**src/rtl/pwm_cfg_ctrl.sv**
```systemverilog
// Duty/enable configuration controller for the triangle PWM: SPI and UART command decode,
// arbitration, shadowed duty commit at period boundary, and UART ACK/NAK generation.
module pwm_cfg_ctrl #(
  parameter int unsigned DUTY_MAX    = 10000,
  parameter int unsigned DUTY_RST    = 5000,
  parameter int unsigned TIMEOUT_CYC = 17300,
  parameter logic [7:0]  ACK_BYTE    = 8'h06,
  parameter logic [7:0]  NAK_BYTE    = 8'h15
) (
  input  logic        clk,
  input  logic        rst_n,
  input  logic [15:0] spi_word,
  input  logic        spi_valid,
  input  logic [7:0]  uart_byte,
  input  logic        uart_valid,
  input  logic        period_end,
  input  logic        txd_busy,
  output logic [15:0] pwm_duty,
  output logic        pwm_enable,
  output logic        txd_en,
  output logic [7:0]  txd_data,
  output logic        cfg_err
);

  localparam int unsigned DW = 16;
  localparam int unsigned BW = 8;
  localparam int unsigned TW = 15;

  typedef enum logic [1:0] {S_IDLE, S_DUTY_HI, S_DUTY_LO, S_ENA} state_t;

  state_t          state_q, state_d;
  logic [BW-1:0]   hi_q;
  logic [TW-1:0]   tmo_q;
  logic [DW-1:0]   shadow_q;
  logic            shadow_valid_q;
  logic            pend_duty_q, pend_ena_q;
  logic [DW-1:0]   pend_val_q;
  logic            ack_full_q;
  logic [BW-1:0]   ack_byte_q;

  logic            timeout_c;
  logic [DW-1:0]   uart_duty_c;
  logic            u_duty_req_c, u_ena_req_c, u_ack_req_c, u_err_c;
  logic [BW-1:0]   u_ack_byte_c;
  logic            spi_ctrl_c, spi_duty_c, spi_bad_c, spi_req_c, u_defer_c;
  logic            duty_wr_c, ena_wr_c, ena_val_c;
  logic [DW-1:0]   duty_val_c;

  assign timeout_c   = (state_q != S_IDLE) && (tmo_q == TW'(TIMEOUT_CYC)) && !uart_valid;
  assign uart_duty_c = {hi_q, uart_byte};

  // UART frame state register
  always_ff @(posedge clk or negedge rst_n) begin
    if (!rst_n) state_q <= S_IDLE;
    else        state_q <= state_d;
  end

  // UART frame next state
  always_comb begin
    state_d = state_q;
    if (timeout_c) begin
      state_d = S_IDLE;
    end else if (uart_valid) begin
      case (state_q)
        S_IDLE: begin
          if (uart_byte == 8'hA5)      state_d = S_DUTY_HI;
          else if (uart_byte == 8'h5A) state_d = S_ENA;
        end
        S_DUTY_HI: state_d = S_DUTY_LO;
        default:   state_d = S_IDLE;
      endcase
    end
  end

  // UART frame decode outputs
  always_comb begin
    u_duty_req_c = 1'b0;
    u_ena_req_c  = 1'b0;
    u_ack_req_c  = 1'b0;
    u_ack_byte_c = ACK_BYTE;
    u_err_c      = 1'b0;
    if (timeout_c) begin
      u_ack_req_c  = 1'b1;
      u_ack_byte_c = NAK_BYTE;
      u_err_c      = 1'b1;
    end else if (uart_valid) begin
      case (state_q)
        S_DUTY_LO: begin
          u_ack_req_c = 1'b1;
          if (uart_duty_c <= DW'(DUTY_MAX)) begin
            u_duty_req_c = 1'b1;
          end else begin
            u_ack_byte_c = NAK_BYTE;
            u_err_c      = 1'b1;
          end
        end
        S_ENA: begin
          u_ena_req_c = 1'b1;
          u_ack_req_c = 1'b1;
        end
        default: ;
      endcase
    end
  end

  assign spi_ctrl_c = spi_valid && spi_word[15];
  assign spi_duty_c = spi_valid && !spi_word[15] && ({1'b0, spi_word[14:0]} <= DW'(DUTY_MAX));
  assign spi_bad_c  = spi_valid && !spi_word[15] && !spi_duty_c;
  assign spi_req_c  = spi_ctrl_c || spi_duty_c;
  assign u_defer_c  = (u_duty_req_c || u_ena_req_c) && spi_req_c;

  // Write resolution in arrival order: deferred UART, then SPI, then undeferred UART
  always_comb begin
    duty_wr_c  = 1'b0;
    duty_val_c = shadow_q;
    ena_wr_c   = 1'b0;
    ena_val_c  = pwm_enable;
    if (pend_duty_q) begin
      duty_wr_c  = 1'b1;
      duty_val_c = pend_val_q;
    end
    if (pend_ena_q) begin
      ena_wr_c  = 1'b1;
      ena_val_c = pend_val_q[0];
    end
    if (spi_duty_c) begin
      duty_wr_c  = 1'b1;
      duty_val_c = {1'b0, spi_word[14:0]};
    end
    if (spi_ctrl_c) begin
      ena_wr_c  = 1'b1;
      ena_val_c = spi_word[0];
    end
    if (u_duty_req_c && !u_defer_c) begin
      duty_wr_c  = 1'b1;
      duty_val_c = uart_duty_c;
    end
    if (u_ena_req_c && !u_defer_c) begin
      ena_wr_c  = 1'b1;
      ena_val_c = uart_byte[0];
    end
  end

  always_ff @(posedge clk or negedge rst_n) begin
    if (!rst_n) begin
      hi_q           <= '0;
      tmo_q          <= '0;
      shadow_q       <= '0;
      shadow_valid_q <= 1'b0;
      pend_duty_q    <= 1'b0;
      pend_ena_q     <= 1'b0;
      pend_val_q     <= '0;
      ack_full_q     <= 1'b0;
      ack_byte_q     <= '0;
      pwm_duty       <= DW'(DUTY_RST);
      pwm_enable     <= 1'b0;
      txd_en         <= 1'b0;
      txd_data       <= '0;
      cfg_err        <= 1'b0;
    end else begin
      if (state_q == S_DUTY_HI && uart_valid) hi_q <= uart_byte;

      // Idle-gap counter, saturating at the timeout value
      if (uart_valid || state_q == S_IDLE) tmo_q <= '0;
      else if (tmo_q != TW'(TIMEOUT_CYC))  tmo_q <= tmo_q + TW'(1);

      pend_duty_q <= u_defer_c && u_duty_req_c;
      pend_ena_q  <= u_defer_c && u_ena_req_c;
      if (u_defer_c) pend_val_q <= u_duty_req_c ? uart_duty_c : DW'(uart_byte[0]);

      // Commit samples the shadow before this edge; a same-cycle write waits for the next boundary
      if (period_end && shadow_valid_q) pwm_duty <= shadow_q;
      if (duty_wr_c) begin
        shadow_q       <= duty_val_c;
        shadow_valid_q <= 1'b1;
      end else if (period_end) begin
        shadow_valid_q <= 1'b0;
      end

      if (ena_wr_c) pwm_enable <= ena_val_c;
      if (spi_bad_c || u_err_c) cfg_err <= 1'b1;

      txd_en <= 1'b0;
      if (ack_full_q && !txd_busy && !txd_en) begin
        txd_en     <= 1'b1;
        txd_data   <= ack_byte_q;
        ack_full_q <= 1'b0;
      end
      if (u_ack_req_c) begin
        ack_full_q <= 1'b1;
        ack_byte_q <= u_ack_byte_c;
      end
    end
  end

endmodule
```
**config.mk**
```make
export PLATFORM = sky130hd
export DESIGN_NAME = pwm_cfg_ctrl
export DESIGN_NICKNAME = d
export VERILOG_FILES = /design/src/rtl/pwm_cfg_ctrl.sv
export SDC_FILE = /design/constraint.sdc
export NUM_CORES = 1
export LEC_CHECK = 0
export ABC_AREA = 1
export CAP_MARGIN = 20
export CORE_UTILIZATION = 52
export CTS_BUF_LIST = sky130_fd_sc_hd__clkbuf_2 sky130_fd_sc_hd__clkbuf_4 sky130_fd_sc_hd__clkbuf_8
export CTS_CLUSTER_DIAMETER = 100
export DETAILED_ROUTE_END_ITERATION = 10
export PLACE_DENSITY = 0.77
export SYNTH_ARGS = -nofsm -noshare
export SYNTH_HDL_FRONTEND = slang
export SYNTH_SLANG_ARGS = --single-unit
```
**constraint.sdc**
```tcl
create_clock -name clk -period 1.7 [get_ports clk]
set_clock_uncertainty 0.05 [all_clocks]
set_input_delay 0.51 -clock clk [delete_from_list [all_inputs] [get_ports clk]]
set_output_delay 0.51 -clock clk [all_outputs]
set_load 0.05 [all_outputs]
```
==> results of run 1 <==
## area by class of cell
type	count	area [um^2]	share of cell area
flip-flops and latches	86	2158	0.3253
well taps	105	131.4	0.01980
clock buffers	12	146.4	0.02207
clock inverters	4	47.55	0.007167
inverters	53	224.0	0.03376
multi-input cells	388	2296	0.3461
repair buffers	153	1630	0.2458
## routing by layer
| metal | track usage | up-vias | part of all wire |
|---|---|---|---|
| li1 | - | 2060 | - |
| met1 | 0.3764 | 2143 | 0.39 |
| met2 | 0.5115 | 206 | 0.50 |
| met3 | 0.06311 | 61 | 0.060 |
| met4 | 0.1064 | 0 | 0.045 |
| met5 | 0 | - | 0 |
## critical path: stages
cell and delay, ns:
dlygate4sd2_1 0.27, nor2_4 0.11, nand2_2 0.10, nor2_4 0.12
nand3_2 0.10, nand2_4 0.09, nand2_4 0.08, buf_4 0.16
buf_6 0.14, nand2_1 0.10, nand2_1 0.11, nand2_2 0.09
nand2_2 0.06, nand2_2 0.07, nand2_1 0.05
## how the worst max path moves through the flow
stage / startpoint / end / slack (ns) / cells after the start
after floorplan: spi_word[11] / shadow_q[10] / -0.04 / 14
after global placement: spi_word[11] / shadow_q[8] / -0.69 / 12
after detailed placement: spi_word[11] / shadow_valid_q / -0.74 / 12
after CTS: hi_q[5] / pend_val_q[2] / -0.1 / 15
after global routing: spi_word[6] / shadow_q[7] / -0.32 / 15
final: spi_word[6] / shadow_q[7] / -0.27 / 15
## cells in the final DEF, fill, tap and decap left out, types with 3 or more instances in the layout
| cell | Yosys | layout |
|---|---|---|
| buf_6 | 5 | 17 |
| clkbuf_8 | 0 | 9 |
| nand2_2 | 8 | 57 |
| o21ai_0 | 20 | 17 |
| buf_12 | 0 | 29 |
| a21oi_1 | 14 | 12 |
| conb_1 | 1 | 4 |
| nor3_1 | 7 | 6 |
| nor2_1 | 48 | 34 |
| nand3_1 | 26 | 23 |
| clkdlybuf4s15_1 | 0 | 6 |
| nand3_4 | 3 | 6 |
| inv_2 | 4 | 7 |
| dfrtp_1 | 81 | 81 |
| mux2_2 | 15 | 15 |
| dlygate4sd2_1 | 0 | 11 |
| buf_4 | 8 | 76 |
| nor2_2 | 2 | 11 |
| o21ai_2 | 0 | 3 |
| clkbuf_2 | 0 | 4 |
| nand2_1 | 181 | 118 |
| nand3_2 | 0 | 3 |
| clkdlybuf4s50_1 | 0 | 4 |
| nand4_1 | 35 | 35 |
| o31ai_1 | 3 | 3 |
| inv_1 | 49 | 43 |
| dfstp_2 | 5 | 5 |
| clkbuf_4 | 0 | 3 |
| nand2_4 | 2 | 16 |
| nor2_4 | 1 | 6 |
## kinds of logic (layout without fill, tap and decap cells)
family / count (synthesis) / count (layout) / share of synthesized area
flops: 86 / 86 / 0.4880
mux: 15 / 15 / 0.03819
simple gates: 317 / 320 / 0.3214
buf+inv: 77 / 222 / 0.08402
compound gates: 45 / 45 / 0.05799
xor+xnor: 2 / 2 / 0.003961
other cells: 1 / 4 / 0.0008478
fa+ha+maj: 2 / 2 / 0.005657
## flip-flops by register name, indices dropped and copies added (netlist names)
signal,count
pend_val_q,16
pwm_duty,16
shadow_q,16
tmo_q,15
hi_q,8
ack_byte_q,3
txd_data,3
state_q,2
ack_full_q,1
cfg_err,1
pend_duty_q,1
pend_ena_q,1
pwm_enable,1
shadow_valid_q,1
txd_en,1
## power breakdown
part	switching, mW	internal (mW)
combinational	1.97	1.80
sequential	0.444	2.58
clock	0.713	0.725
total	3.12	5.10
## timing repair
item,CTS,global route
cloned,5,0
resized for setup,69,108
pin swaps,24,26
setup endpoints to repair,39,48
hold buffers,1,0
endpoints found under the hold margin,18,0
setup buffers,22,7
## stage by stage
stage               worst slack [ns]  std cells  setup TNS (ns)  total power [mW]    util
finish                       -0.2744        801          -4.698             8.222  0.8074
global placement             -0.6945        756          -26.92             6.181  0.7092
detailed placement           -0.7375        756          -29.39             6.300  0.7092
global route                 -0.3183        801          -6.891             8.629  0.8074
floorplan                   -0.04244        548         -0.5026             4.642       -
CTS                         -0.09945        799          -2.588             7.956  0.7765
==> summary.txt, run 1 <==
layout cell share with drive strength beyond 1: 0.4109
most frequent cell after synthesis: nand2_1
max-cap violations: 0
dpl hpwl: 7980 um
TritonCTS clock tree: yes
Initial Utilization: 0.5383
YS warnings: 0
FF+latch count, synth: 86
r2r endpoint: shadow_q[6]
clk buf depth: 2
drt initial violations: 336
Finish-stage setup viols: 31
ys async rst share: 1.000
Chip Height: 94.23 um
top cell type's share of synthesized area: 0.4583
HP Class: flop to flop
Layout area overhead: 49.99%
Hold Path Sink: ack_byte_q[2]
Worst VDD drop: 1.020 mV
die area: 8878 um^2
hold_ws: 0.4188 ns
Fill cells: 467
Post-synth top flop: dfrtp_1
placed cell area: 5827 um^2
Max Slew Vio Count: 0
total gr overflow: 0
core area: 8217 um^2
Routed WL per cell: 16.34 um
post-synthesis cell count: 545
IO buf count: 52
die width: 94.23 um
largest area contributor in the synthesized netlist: dfrtp_1
Crit Reg-Reg Startpoint: hi_q[5]
crit end category: flop
final worst slack: -0.2744 ns
type of origin of the critical path: primary input
vias in the first global route: 4381
minimum clock period: 1.974 ns
number of core rows: 33
CP Class: primary input to flop
syn avg cell area: 8.116 um^2
Root Buffer: clkbuf_8
failing checks: negative setup slack
largest net degree at the start of global routing: 38
Post-Syn Area: 4423 um^2
Final Wtd Congestion: 0.9364
Commonest cells post-synth: nand2_1, dfrtp_1, inv_1, nor2_1, nand4_1
Leak: 3.282 nW
Routed Antenna Nets: 0
Post-Layout Inst Area: 6634 um^2
worst hold stages: 2
Tcrit/Tclk final: 1.161
R2R Setup Slk: -0.21 ns
initial antenna violation count: 0
NumNets Final: 723
Via density: 5.581
num ports: 57
first-pass GRT wire length: 20680 um
GRT Overall Usage: 0.3008
Area contributors post-synth: dfrtp_1, nand2_1, nand4_1
DR pass1 iterations: 5
crit path max fanout: 14
drt drc: 0
DRT Wirelength: 13090 um
ant diodes: 0
Worst EP required: 1.90 ns
outcome: complete, but fails checks
min-delay src: ack_byte_q[2]
P per Cell Area: 1239 nW/um^2
RSZ-0062 raised after global routing: yes
worst reg2reg path depth: 11
synth unique cells: 35
count of flip-flops with a built-in enable after synthesis: 0
Worst Path Arrival: 2.17 ns
Clock transition at path regs: 0.09 ns
Num CTS Buffers: 9
Clock Latency Late Sink: 0.36 ns
FMAX: 506.5 MHz
clk sink count: 86
final hold vios: 0
H-tree depth: 3
via count: 4470
Seq/Total Area, Yosys: 0.4880
Note: power is estimated with default switching activity, not from simulation.
==> inputs of run 2 (changes only) <==
--- a/config.mk
+++ b/config.mk
@@ -7,6 +7,7 @@
 export LEC_CHECK = 0
 export ABC_AREA = 1
 export CAP_MARGIN = 20
+export CORE_ASPECT_RATIO = 1.5
 export CORE_UTILIZATION = 52
 export CTS_BUF_LIST = sky130_fd_sc_hd__clkbuf_2 sky130_fd_sc_hd__clkbuf_4 sky130_fd_sc_hd__clkbuf_8
 export CTS_CLUSTER_DIAMETER = 100
==> run 2 against run 1 <==
  * The run ends with negative hold slack, negative setup slack left
  * Fmax increased by 7.0%
  * Critical endpoint is now shadow_q[4]
  * Largest cell class is now registers
  * Design area decreased by 6.2%
  * Power decreased by 4.0%
  * Highest routed layer unchanged
==> summary.txt, run 2 (synthesis results as in run 1) <==
Clk pwr share: 0.191 (+0.016)
Chip Height: 115.0 um (+22%)
RSZ-0062 raised after global routing: yes
CP Class: flop to flop
Num CTS Buffers: 9 (unchanged)
die width: 77.30 um (-18%)
Layout area overhead: 40.71%
crit path max fanout: 7 (-7)
Clock transition at path regs: 0.08 ns (about the same)
commonest non-fill, non-tap cell in the layout: nand2_1
max-cap violations: 0 (unchanged)
GRT Overall Usage: 0.2620 (-0.03882)
Sequential Power Share: 0.380 (+0.012)
H-tree depth: 3 (unchanged)
Initial Utilization: 0.5455 (+0.007227)
HP Class: primary input to async pin
Routed Antenna Nets: 0 (unchanged)
Tcrit/Tclk final: 1.085 (-0.07641)
Via density: 5.323 (-4.6%)
Routed WL per cell: 14.46 um (-12%)
clk sink count: 86 (unchanged)
Final Wtd Congestion: 0.8491 (-9.3%)
WL met3: 465 um (-41%)
clk buf depth: 2 (unchanged)
layout cell share with drive strength beyond 1: 0.2975 (-0.1135)
P per Cell Area: 1268 nW/um^2 (+2.3%)
ant diodes: 0 (unchanged)
failing checks: negative hold slack, negative setup slack
first-pass GRT wire length: 18090 um (-13%)
final hold vios: 1 (+1)
Largest regs: pend_val_q x16, pwm_duty x16, shadow_q x16
setup TNS: -3.306 ns (+1.391 ns)
DR pass1 iterations: 5 (unchanged)
vias in the first global route: 4110 (-6.2%)
Comb power frac: 0.428 (-0.029)
Finish-stage setup viols: 34 (+9.7%)
NumNets Final: 697 (-3.6%)
drt drc: 0 (unchanged)
total gr overflow: 0 (unchanged)
die area: 8886 um^2 (about the same)
Max Slew Vio Count: 0 (unchanged)
outcome: complete, but fails checks
most frequent cells in the layout: nand2_1, dfrtp_1, buf_4, inv_1
Worst Path Arrival: 2.06 ns (-0.11 ns)
Post-Route M1 WL: 4140 um (-20%)
hold_ws: -0.00007383 ns (-0.4189 ns)
minimum clock period: 1.844 ns (-0.1299 ns)
crit end category: flop
Fill cells: 538 (+15%)
P_sw: 2.943 mW (-5.7%)
Worst VDD drop: 0.8909 mV (-13%)
num ports: 57 (unchanged)
largest net degree at the start of global routing: 42 (+11%)
via count: 4120 (-7.8%)
core area: 8108 um^2 (-1.3%)
Clock Latency Late Sink: 0.38 ns (+0.02 ns)
Final Util: 0.7676 (-0.03978)
dpl hpwl: 7858 um (-1.5%)
drt initial violations: 209 (-38%)
type of origin of the critical path: flop
Root Buffer: clkbuf_8
Worst EP required: 1.92 ns (+0.02 ns)
multi-input logic area: 2071 um^2 (-9.8%)
IO buf count: 52 (unchanged)
final worst slack: -0.1445 ns (+0.1299 ns)
FMAX: 542.2 MHz (+7.0%)
Switching Share: 0.3729 (-0.006940)
Leak: 3.111 nW (-5.2%)
DRT Wirelength: 11190 um (-15%)
internal power: 4.951 mW (-2.9%)
Met2 Wirelength: 6098 um (-6.9%)
Sequential cell area: 2160 um^2 (about the same)
Top Layer Used: met4
number of core rows: 40 (+21%)
TritonCTS clock tree: yes
initial antenna violation count: 0 (unchanged)
-- run 2: cell type report --
class                      count  area share
sequential                    86      0.3470
timing repair buffer         128      0.2298
multi-input combinational    387      0.3327
clock buffer                  12     0.02654
tap                          105     0.02111
inverter                      53     0.03599
clock inverter                 3    0.006836
-- run 2: critical path: stages (launching register included) --
cell     delay (ns)
dfrtp_1        0.39
inv_2          0.09
nand4_1        0.11
nor2_2         0.17
nand2_2        0.09
a21oi_4        0.18
nand3_4        0.21
buf_6          0.20
buf_6          0.11
nand4_1        0.07
nand2_1        0.06
-- run 2: power groups by stage --
stage	logic [mW]	clock network, mW	registers, mW
after floorplan	1.16	0	3.49
after global placement	3.09	0	2.99
after detailed placement	3.17	0	3.03
after CTS	3.23	1.52	3.00
after global routing	3.63	1.63	3.07
final	3.38	1.51	3.00
-- run 2: timing repair --
| action | CTS | global route |
|---|---|---|
| hold buffers | 0 | 0 |
| gates cloned | 2 | 3 |
| gates resized for setup | 46 | 30 |
| endpoints found under the hold margin | 0 | 0 |
| endpoints found under the setup margin | 37 | 48 |
| pin swaps | 20 | 2 |
| setup buffers | 4 | 5 |
-- run 2: final timing paths --
check                      cells after the start             end     startpoint  slack [ns]
setup reg to reg                              10     shadow_q[4]        hi_q[3]       -0.14
hold reg to reg                                2   ack_byte_q[2]  ack_byte_q[2]        0.40
max in group asynchronous                      2         cfg_err          rst_n        1.05
min in group clk                               2   ack_byte_q[2]  ack_byte_q[2]        0.40
setup / recovery                              10     shadow_q[4]        hi_q[3]       -0.14
hold / removal                                 1  shadow_valid_q          rst_n    -0.00007
-- run 2: metrics by stage --
step | instance area [um^2] | hold slack (ns) | power, mW | worst slack [ns] | instances
final | 6223 | -0.00007383 | 7.894 | -0.1445 | 774
after global routing | 6223 | 0.02703 | 8.320 | -0.2456 | 774
after CTS | 6036 | 0.005809 | 7.753 | -0.1185 | 766
after detailed placement | 5719 | 0.3917 | 6.200 | -0.8013 | 745
after global placement | 5719 | 0.3850 | 6.081 | -0.7105 | 745
after floorplan | 4494 | 0.1644 | 4.642 | -0.04244 | 548
-- run 2: routing by layer --
metal | GRT usage | up-vias
met5 | 0 | -
met4 | 0.1321 | 0
met3 | 0.04921 | 45
met2 | 0.4897 | 117
met1 | 0.2789 | 1957
li1 | - | 2001
==> inputs of run 3 (changes only) <==
--- a/config.mk
+++ b/config.mk
@@ -6,8 +6,9 @@
 export NUM_CORES = 1
 export LEC_CHECK = 0
 export ABC_AREA = 1
-export CAP_MARGIN = 20
+export CAP_MARGIN = 40
 export CORE_ASPECT_RATIO = 1.5
+export CORE_MARGIN = 2
 export CORE_UTILIZATION = 52
 export CTS_BUF_LIST = sky130_fd_sc_hd__clkbuf_2 sky130_fd_sc_hd__clkbuf_4 sky130_fd_sc_hd__clkbuf_8
 export CTS_CLUSTER_DIAMETER = 100
==> run 3 against run 2 <==
  * The flow finishes with violations (negative setup slack)
  * Flip-flop and latch count did not move
  * Via count grew 13%
  * Highest routed layer unchanged
  * Largest cell class is now multi-input combinational cells
  * Critical endpoint is now shadow_q[3]
  * Routed wire length increased by 37%
  * Largest power group unchanged
  * Sequential share of layout area down 2.5 points
==> summary.txt, run 3 (synthesis results as in run 1) <==
outcome: complete, but fails checks
failing checks: negative setup slack
Num CTS Buffers: 9 (unchanged)
crit end category: flop
number of core rows: 41 (+2.5%)
CP max stage cell: dlygate4sd2_1
IO buf count: 52 (unchanged)
vias in the first global route: 4497 (+9.4%)
via count: 4665 (+13%)
GR met3 Demand/Resource: 0.05828 (+0.009076)
CP top delay family: simple AND/OR/NAND/NOR gates
GRT Max-Usage Layer: met2
TritonCTS clock tree: yes
Final Instance Count excl. Fillers: 796 (+2.8%)
Root Buffer: clkbuf_8
final worst slack: -0.3417 ns (-0.1973 ns)
Finish-stage setup viols: 35 (+2.9%)
HP Class: flop to flop
crit path max fanout: 8 (+1)
DRT Wirelength: 15290 um (+37%)
Via density: 5.861 (+10%)
hold_ws: 0.4102 ns (+0.4102 ns)
Initial Utilization: 0.5290 (-0.01657)
ant diodes: 0 (unchanged)
max-cap violations: 0 (unchanged)
NumNets Final: 716 (+2.7%)
Crit Reg-Reg Startpoint: hi_q[5]
CP Class: primary input to flop
H-tree depth: 3 (unchanged)
pre-CTS setup slack: -0.7798 ns (+0.02143 ns)
Worst VDD drop: 0.9741 mV (+9.3%)
Routed Antenna Nets: 0 (unchanged)
clk buf depth: 2 (unchanged)
P_sw: 3.238 mW (+10%)
crit-path cells: dlygate4sd2_1 -> nor2_4 -> nand2_1 -> nor2_4 -> nand3_2 -> nand2_2 -> nand2_4 -> buf_4 -> buf_4 -> nand2_1 -> nand2_1 -> nand2_2 -> nand2_1 -> nand2_1 -> nand2_1
drt drc: 0 (unchanged)
layout cell share with drive strength beyond 1: 0.4006 (+0.1031)
Leak: 3.333 nW (+7.1%)
Clock transition at path regs: 0.08 ns (about the same)
Clock Latency Late Sink: 0.39 ns (about the same)
largest net degree at the start of global routing: 36 (-14%)
Layout area overhead: 51.40%
die area: 9275 um^2 (+4.4%)
FMAX: 489.8 MHz (-9.7%)
first-pass GRT wire length: 20880 um (+15%)
Final Wtd Congestion: 0.8748 (+3.0%)
commonest non-fill, non-tap cell in the layout: nand2_1
dpl hpwl: 8098 um (+3.1%)
CP peak stage delay: 0.27 ns (-0.12 ns)
type of origin of the critical path: primary input
Switching Share: 0.3894 (+0.01654)
DR pass1 iterations: 6 (+1)
GRT Overall Usage: 0.2975 (+0.03550)
core area: 8362 um^2 (+3.1%)
most frequent cells in the layout: nand2_1, dfrtp_1, buf_4, nand2_2, inv_1
total gr overflow: 0 (unchanged)
P per Cell Area: 1242 nW/um^2 (-2.1%)
Chip Height: 117.0 um (+1.7%)
grt met1 use: 0.2968 (+0.01791)
Tcrit/Tclk final: 1.201 (+0.1160)
Comb power frac: 0.450 (+0.022)
CP startpoint: spi_word[2]
Worst EP required: 1.92 ns (about the same)
internal power: 5.076 mW (+2.5%)
Max Slew Vio Count: 0 (unchanged)
clk sink count: 86 (unchanged)
minimum clock period: 2.042 ns (+0.1973 ns)
num ports: 57 (unchanged)
min-delay src: ack_byte_q[2]
Sequential Power Share: 0.366 (-0.014)
placed insts: 750 (+0.67%)
met2 Resource Use GR: 0.5514 (+0.06174)
CP Buf/Inv Count: 3 (unchanged)
Routed WL per cell: 19.21 um (+33%)
RSZ-0062 raised after global routing: yes
die width: 79.30 um (+2.6%)
initial antenna violation count: 0 (unchanged)
most used cell, CP: nand2_1
final hold vios: 0 (-1)
Largest regs: pend_val_q x16, pwm_duty x16, shadow_q x16
Worst Path Arrival: 2.26 ns (+0.20 ns)
Clk pwr share: 0.184 (-0.007)
drt initial violations: 606 (+190%)
==> run 3: cell types whose count changed in the layout (fill, tap and decap cells not counted), sizes merged <==
| cell | delta |
|---|---|
| clkbuf | +3 |
| buf | +19 |
| dlygate4sd2 | -9 |
| dlygate4sd3 | +1 |
| clkinv | +2 |
| clkdlybuf4s15 | +5 |
| clkinvlp | -1 |
==> run 3: repair_timing <==
action / 4_1_cts / 5_1_grt
cloned: 6 / 1
setup buffers: 16 / 6
endpoints found under the hold margin: 20 / 0
gates resized for setup: 83 / 91
pin swaps: 25 / 30
hold buffers: 1 / 0
endpoints found under the setup margin: 38 / 47
==> run 3: path summary, 6_finish.rpt <==
| path | depth (start not counted) | slack [ns] | end |
|---|---|---|---|
| worst max-delay path | 15 | -0.34 | shadow_q[3] |
| worst min-delay path | 2 | 0.41 | ack_byte_q[2] |
| min in group asynchronous | 2 | 0.52 | shadow_valid_q |
| worst min register to register | 2 | 0.41 | ack_byte_q[2] |
| max in group asynchronous | 3 | 0.52 | pwm_duty[12] |
| worst max register to register | 11 | -0.29 | shadow_q[14] |
==> run 3: power by group through the flow <==
stage                     sequential, mW  clock [mW]  combinational, mW
final                               3.04        1.53               3.74
after global routing                3.09        1.64               3.96
after CTS                           3.00        1.50               3.45
after detailed placement            3.04           0               3.18
after global placement              3.00           0               3.10
after floorplan                     3.49           0               1.16
==> run 3: layout make-up <==
cell class / instances / area, um^2
Fill cell: 468 / 1665
Timing Repair Buffer: 147 / 1672
Clock buffer: 12 / 158.9
Clock inverter: 4 / 45.04
Sequential cell: 86 / 2158
Inverter: 53 / 224.0
Tap cell: 107 / 133.9
Multi-Input combinational cell: 387 / 2305
==> run 3: tightest hold or removal path, cell delays in order, from the launching register on <==
cell	delay (ns)
dfrtp_1	0.33
inv_1	0.04
nand2_1	0.06
==> run 3: routing by layer <==
metal  routed length [um]  vias up
met5                    0        -
met4                 1172        0
met3                  986      104
met2                 7934      301
met1                 5196     2214
li1                     -     2046
==> run 3: per-stage QoR <==
step | power, mW | area (um^2) | TNS (ns) | util
floorplan | 4.642 | 4494 | -0.5026 | -
global placement | 6.098 | 5769 | -27.46 | 0.6900
detailed placement | 6.214 | 5769 | -30.90 | 0.6900
CTS | 7.950 | 6366 | -2.702 | 0.7613
global route | 8.689 | 6696 | -10.61 | 0.8008
finish | 8.314 | 6696 | -8.635 | 0.8008
